**src/rtl/sensor_rsp_pkg.sv**
```systemverilog
// Shared types for the SDM sensor response checker: FSM encoding, per-channel
// threshold record and configuration select codes.
package sensor_rsp_pkg;

    localparam int RSP_W       = 32;
    localparam int SDM_ERR_MSB = 10;

    localparam logic [1:0] CFG_SEL_MIN  = 2'd0;
    localparam logic [1:0] CFG_SEL_MAX  = 2'd1;
    localparam logic [1:0] CFG_SEL_CTRL = 2'd2;

    typedef enum logic [1:0] {
        IDLE,
        HDR_CHK,
        DATA,
        DROP
    } t_rsp_state;

    typedef struct packed {
        logic [RSP_W-1:0] min;
        logic [RSP_W-1:0] max;
        logic             en;
        logic             sgn;
    } t_thresh;

    localparam t_thresh THRESH_RST = '{min: '0, max: '1, en: 1'b0, sgn: 1'b0};

endpackage

```
**src/rtl/sensor_rsp_ch_eval.sv**
```systemverilog
// One monitored channel: range compare of the incoming eop word, saturating
// debounce counter and the channel OK flag.
module sensor_rsp_ch_eval
    import sensor_rsp_pkg::*;
#(
    parameter int P_DEBOUNCE = 3
) (
    input  logic             clk,
    input  logic             reset,
    input  t_thresh          thresh_i,
    input  logic [RSP_W-1:0] sample_i,
    input  logic             eval_i,
    input  logic             ctrl_wr_i,
    output logic             ch_ok_o
);

    logic       in_range;
    logic       in_range_p0;
    logic       vld_p0;
    logic [3:0] cnt_q;
    logic [3:0] cnt_inc;
    logic       ok_q;

    // Compare runs in the eop cycle, so a threshold write in that same cycle is not yet visible.
    always_comb begin
        if (thresh_i.sgn) begin
            in_range = ($signed(thresh_i.min) <= $signed(sample_i)) &&
                       ($signed(sample_i) <= $signed(thresh_i.max));
        end else begin
            in_range = (thresh_i.min <= sample_i) && (sample_i <= thresh_i.max);
        end
    end

    assign cnt_inc = (cnt_q == 4'hF) ? cnt_q : cnt_q + 4'd1;

    // p0: registered compare result of the eop word
    always_ff @(posedge clk) begin
        in_range_p0 <= in_range;
    end

    always_ff @(posedge clk) begin
        if (reset) begin
            vld_p0 <= 1'b0;
        end else begin
            vld_p0 <= eval_i;
        end
    end

    // p1: debounce update
    always_ff @(posedge clk) begin
        if (reset) begin
            cnt_q <= '0;
            ok_q  <= 1'b1;
        end else if (!thresh_i.en) begin
            cnt_q <= '0;
            ok_q  <= 1'b1;
        end else if (ctrl_wr_i) begin
            cnt_q <= '0;
        end else if (vld_p0) begin
            if (in_range_p0) begin
                cnt_q <= '0;
                ok_q  <= 1'b1;
            end else begin
                cnt_q <= cnt_inc;
                if (cnt_inc >= 4'(P_DEBOUNCE)) begin
                    ok_q <= 1'b0;
                end
            end
        end
    end

    assign ch_ok_o = ok_q;

endmodule

```
**config.mk**
```make
export PLATFORM = sky130hd
export DESIGN_NAME = sensor_rsp_ch_eval
export DESIGN_NICKNAME = d
export VERILOG_FILES = /design/src/rtl/sensor_rsp_pkg.sv /design/src/rtl/sensor_rsp_ch_eval.sv
export SDC_FILE = /design/constraint.sdc
export NUM_CORES = 1
export LEC_CHECK = 0
export CAP_MARGIN = 40
export CORE_ASPECT_RATIO = 0.7
export CORE_MARGIN = 2
export CORE_UTILIZATION = 44
export CTS_CLUSTER_SIZE = 16
export DETAILED_ROUTE_END_ITERATION = 12
export GPL_TIMING_DRIVEN = 0
export PLACE_DENSITY = 0.9
export SETUP_SLACK_MARGIN = 0.4
export SLEW_MARGIN = 30
export SYNTH_ARGS = -nofsm -noshare
export SYNTH_HDL_FRONTEND = slang
export SYNTH_SLANG_ARGS = --single-unit
```
**constraint.sdc**
```tcl
create_clock -name clk -period 4.47 [get_ports clk]
set_clock_uncertainty 0.2 [all_clocks]
set_input_delay 0.894 -clock clk [delete_from_list [all_inputs] [get_ports clk]]
set_output_delay 0.894 -clock clk [all_outputs]
set_load 0.01 [all_outputs]
```
==> impl_metrics.tcl <==
set metrics [dict create \
    status "finished, final reports clean" \
    fin_nets 544 \
    wire_per_inst_microns 12.19 \
    critical_path.max_fanout 3 \
    critPathTopFamily "simple AND/OR/NAND/NOR gates" \
    ir_drop_v 0.00007227 \
    synth_area_sq_um 1971 \
    drc 0 \
    holdCritPathClass "flop to flop" \
    cts_tree "done" \
    postCtsHoldBufs 0 \
    placed_area_sq_um 3060 \
    start_util_pct 45.52 \
    vias 2242 \
    fin_util_pct 71.73 \
    root_buffer "clkbuf_8" \
    dp.cells 427 \
    r2r_slack_ns 2.84 \
    post_cts_buffers 0 \
    synth.avg_cell_area_sq_um 7.299 \
    yosys_warnings 0 \
    overflow 0 \
    cts_buffers 3 \
    critical_path_arrival_ns 2.98 \
    cp-end-kind "flop" \
    die_width_microns 83.99 \
    hold_start "ch_ok_o$_SDFFE_PP1P_" \
    clock_path_buffers 2 \
    final_common_cell "clkdlybuf4s50_1" \
    finalSetupViolCount 0 \
    grt_pass1_vias 2324 \
    grt_setup_unrepaired "false" \
    die_area_sq_um 5039 \
    fin_crit_sh_pct 68.78 \
    htreeDepth 1 \
    power.leakage_nw 1.543 \
    hold_violations 0 \
    syn_inst 270 \
    portBuffers 102 \
    switching_share_pct 32.26 \
    dr.pass1.iters 4 \
    pwr-share-clk_pct 23.0 \
    critical_path_required_ns 4.37 \
    grt_pass1_wl_mm 9.101 \
    diodes 0 \
    cp_num_buf_inv 2 \
    worst_pin_slew_ns 0.5347 \
    final_cell_area_sq_um 3105 \
    final_layout_size_suffix_gt1_share_pct 2.128 \
    ys_top_cells_by_area "ha_1, inv_1, a21oi_1, dfxtp_1, nand2_1" \
    r2r-end "ch_ok_o$_SDFFE_PP1P_" \
    hold_depth 1 \
    timing.rr.start "cnt_q[0]$_SDFFE_PP0P_" \
    antenna_found_initial 0 \
    syn-num-nets 437 \
    p_switching_w 0.0001271 \
    cellPowerDensity_nw_per_um2 126.9 \
    hold_path_end "ch_ok_o$_SDFFE_PP1P_" \
    grt_use_total_pct 21.66 \
    hpwl_mm 4.764 \
    viasPerCell 5.202 \
    rr_worst_depth 6 \
    rows 20 \
    worstPathCellList "clkdlybuf4s50_1 > inv_1 > ha_1 > nand4_1 > or4_1 > a21o_1 > o2111ai_1 > a211o_1 > a32oi_1" \
    grt_max_degree 8 \
    ys_ff_latch 7 \
    max_cap_violations 0 \
    fin_cells 431 \
    ios 103 \
    finalMaxSlewViolations 0 \
    tns_ns 0 \
    drt_iter0_markers 78 \
    worstSkewPairLatency_ns 0.23 \
    cts.sinks 7 \
    final_cell_mix "clkdlybuf4s50_1, inv_1, ha_1, a21oi_1, nand2_1" \
    max_stage_delay_ns 0.59 \
    cpMaxStageDelayCell "or4_1" \
    pwr-share-seq_pct 17.3 \
    synth_top_area_cell "ha_1" \
    path_clk_slew_ns 0.04 \
    nFillCells 350 \
    synth_top_area_share_pct 41.27 \
    synthDistinctLibCells 40 \
    seq_area_frac_synth_pct 7.111 \
    total_power_w 0.0003940 \
    coreArea_sq_um 4329 \
    relSlewSlack_pct 63.43 \
    die_h_microns 59.99 \
    startpoint_type "input pin" \
    gp_congestion 0.8333 \
    min_period_ns 3.074 \
    areaGrowthSynthToFinish_pct 57.59 \
    power_frac_comb_pct 59.7 \
    wirelength_mm 5.252 \
    cts_resized 0 \
    p_int_w 0.0002669 \
    postRouteAntennaNets 0 \
    critPathKind "input pin to flop" \
    max_freq_ghz 0.3253 \
]
## Yosys cell counts
cell and n:
or2_2 1, and4_1 1, a22oi_1 2, nor4_1 2, o21a_1 2, o211ai_1 1
a221oi_1 1, a221o_1 1, o21ai_1 2, or3_1 1, a211oi_1 4, dfxtp_1 7
a2111oi_0 1, nand3_1 5, a2111oi_1 1, nor2b_1 3, mux2i_1 1, o21bai_1 3
or4_1 1, o21ai_0 7, and3b_1 1, a21o_1 1, ha_1 65, o221ai_1 1
nand2b_1 1, nor4_4 1, a21boi_2 1, o2bb2ai_1 2, nand4_1 10, inv_1 67
nand4_2 2, nor2_1 11, a21boi_0 1, o2111ai_1 1, a211o_1 1, nand2_1 24
a32oi_1 1, a41oi_1 1, a21oi_1 29, nor3_1 2
## final cells by class
class                   count  area (sq um)  share of cell area [%]
clock buffers               4         45.04                   1.450
flip-flops and latches      7         140.1                   4.512
inverters                  67         251.5                   8.098
repair buffers            102          1021                   32.88
multi-input cells         196          1579                   50.85
well taps                  55         68.82                   2.216
## layer usage
metal / track usage, % / routed length [microns] / vias up / share of wire, %
met5: 0 / 0 / - / 0
met4: 2.074 / 51 / 0 / 0.97
met3: 4.558 / 364 / 12 / 6.9
met2: 44.91 / 2491 / 82 / 47
met1: 23.87 / 2344 / 982 / 45
li1: - / - / 1166 / -
## worst register-to-register path, stage by stage, from the launching register on
cell	delay (ns)
dfxtp_1	0.36
ha_1	0.29
nand2_1	0.12
a21oi_1	0.04
o21ai_0	0.17
nand2_1	0.07
a221o_1	0.28
## logic make-up (layout without fill, tap and decap cells)
| family | after synthesis | count (layout) | synth area share, % |
|---|---|---|---|
| buf+inv | 67 | 173 | 12.76 |
| simple gates | 66 | 66 | 17.78 |
| mux | 1 | 1 | 0.5080 |
| flops | 7 | 7 | 7.111 |
| compound gates | 64 | 64 | 20.57 |
| fa+ha+maj | 65 | 65 | 41.27 |
## how the worst max path moves through the flow
stage,start,to,slack [ns],depth (start not counted)
6_report,thresh_i[16],in_range_p0$_DFF_P_,1.40,9
3_5_place_dp,thresh_i[16],in_range_p0$_DFF_P_,1.15,9
2_1_floorplan,thresh_i[16],in_range_p0$_DFF_P_,1.84,8
3_3_place_gp,thresh_i[16],in_range_p0$_DFF_P_,1.18,9
4_1_cts,thresh_i[16],in_range_p0$_DFF_P_,1.38,9
5_1_grt,sample_i[11],in_range_p0$_DFF_P_,1.17,9
## registers in the layout, indices dropped and copies added (netlist names)
| signal | cells |
|---|---|
| ch_ok_o | 1 |
| cnt_q | 4 |
| in_range_p0 | 1 |
| vld_p0 | 1 |
## per-stage QoR
stage / setup WS (ns) / hold slack (ns)
floorplan: 1.841 / 0.3001
detailed placement: 1.146 / 0.2852
finish: 1.396 / 0.2963
global placement: 1.179 / 0.2856
CTS: 1.379 / 0.3002
global route: 1.172 / 0.3298
## power by group through the flow
stage | Combinational, W | Clock (W) | Sequential, W
6_report | 0.000235 | 0.0000907 | 0.0000681
3_5_place_dp | 0.000235 | 0 | 0.0000690
4_1_cts | 0.000237 | 0.0000907 | 0.0000680
2_1_floorplan | 0.000113 | 0 | 0.0000679
3_3_place_gp | 0.000225 | 0 | 0.0000688
5_1_grt | 0.000267 | 0.0000939 | 0.0000684
Power figures use the tool's default switching activity.
==> variant, RTL diff (config.mk and constraints unchanged) <==
The package constant `RSP_W` goes from 32 to 64.
--- a/src/rtl/sensor_rsp_pkg.sv
+++ b/src/rtl/sensor_rsp_pkg.sv
@@ -2,7 +2,7 @@
 // threshold record and configuration select codes.
 package sensor_rsp_pkg;
 
-    localparam int RSP_W       = 32;
+    localparam int RSP_W       = 64;
     localparam int SDM_ERR_MSB = 10;
 
     localparam logic [1:0] CFG_SEL_MIN  = 2'd0;
Ports: changed (resized sample_i and thresh_i); port bits go from 103 to 199. No check against the original RTL was run, so the function may have changed too.
==> variant against the original RTL <==
Wire length up 120%; sequential cell count unchanged; critical path depth up 2; utilization up 1.3 points; power up 74%; final cell count up 85%; area after synthesis up 82%; worst setup slack worse by 0.47 ns; highest routed layer unchanged; final area up 86%.
==> variant: results (changes against the original RTL) <==
[global_route]
grtUsageMet3_pct = 2.81  ; -1.7 points
met2_usage_pct = 49.9  ; +5.0 points
track_usage_pct = 25.9  ; +4.3 points
grt_pass1_vias = 4376  ; +88%
grt_pass1_wl_um = 19100  ; +110%

[logic_synthesis]
synth_compound_area_share_pct = 21.9  ; +1.3 points
synthXorXnorAreaFrac_pct = 0.244  ; +0.24 points
synth_seq_area_share_pct = 3.90  ; -3.2 points
ys_types = 39  ; -2.5%
synth_common_cells = inv_1 (133), ha_1 (129), a21oi_1 (47)
synthTopCellsByArea = ha_1 (45%), inv_1 (14%), a21oi_1 (6.6%)

[cells_and_area]
layout-drive-gt1-share_pct = 1.15  ; -0.98 points
clock_tree_area_fraction_pct = 1.36  ; -0.086 points
fin_cells = 797  ; +85%
inverters = 133  ; +99%
sh_seq_area_pct = 2.43  ; -2.1 points
buffer_area_share_pct = 34.3  ; +1.4 points
multi_input_cells = 354  ; +81%
multi_input_area_mm2 = 0.00295  ; +87%
final_net_count = 1024  ; +88%

[placement]
gp_congestion = 0.881  ; +5.7%
place_ws_ns = 0.704  ; -0.443 ns
portBuffers = 198  ; +94%
placedCellCount = 793  ; +86%
dp_hpwl_um = 10900  ; +130%

[status]
outcome = finished, final reports clean

[sta]
min_period_ns = 3.54  ; +0.466 ns

[drt]
routedLengthMet1_um = 4980  ; +110%
dr_wl_met2_um = 5820  ; +130%
drt-initial-drc-count = 125  ; +60%
routed_wl_um = 11800  ; +120%
route.met3.wl_um = 658  ; +81%

[critical_path]
timing.critical_path.from = thresh_i[65]

[power]
ir_worst_vdd_uv = 151  ; +110%

[variant: power by group through the flow]
stage               clock (mW)  sequential (mW)  combinational [mW]
floorplan                    0           0.0684               0.213
global placement             0           0.0691               0.437
detailed placement           0           0.0690               0.463
CTS                      0.151           0.0683               0.467
global route             0.156           0.0687               0.524
finish                   0.151           0.0684               0.467
[variant: critical path, stage by stage]
cell and delay [ns]:
clkdlybuf4s50_1 0.46, inv_1 0.05, ha_1 0.33, nand4_1 0.13
nor4_1 0.39, and2_1 0.31, nand2_1 0.10, a211oi_1 0.37
a2111oi_4 0.10, xnor2_1 0.21, a22oi_2 0.10
[variant: through the flow]
step / area, um^2 / hold slack, ns
after detailed placement: 5700 / 0.277
after floorplan: 3590 / 0.301
after global placement: 5700 / 0.274
after global routing: 5780 / 0.332
final: 5780 / 0.296
after CTS: 5780 / 0.297
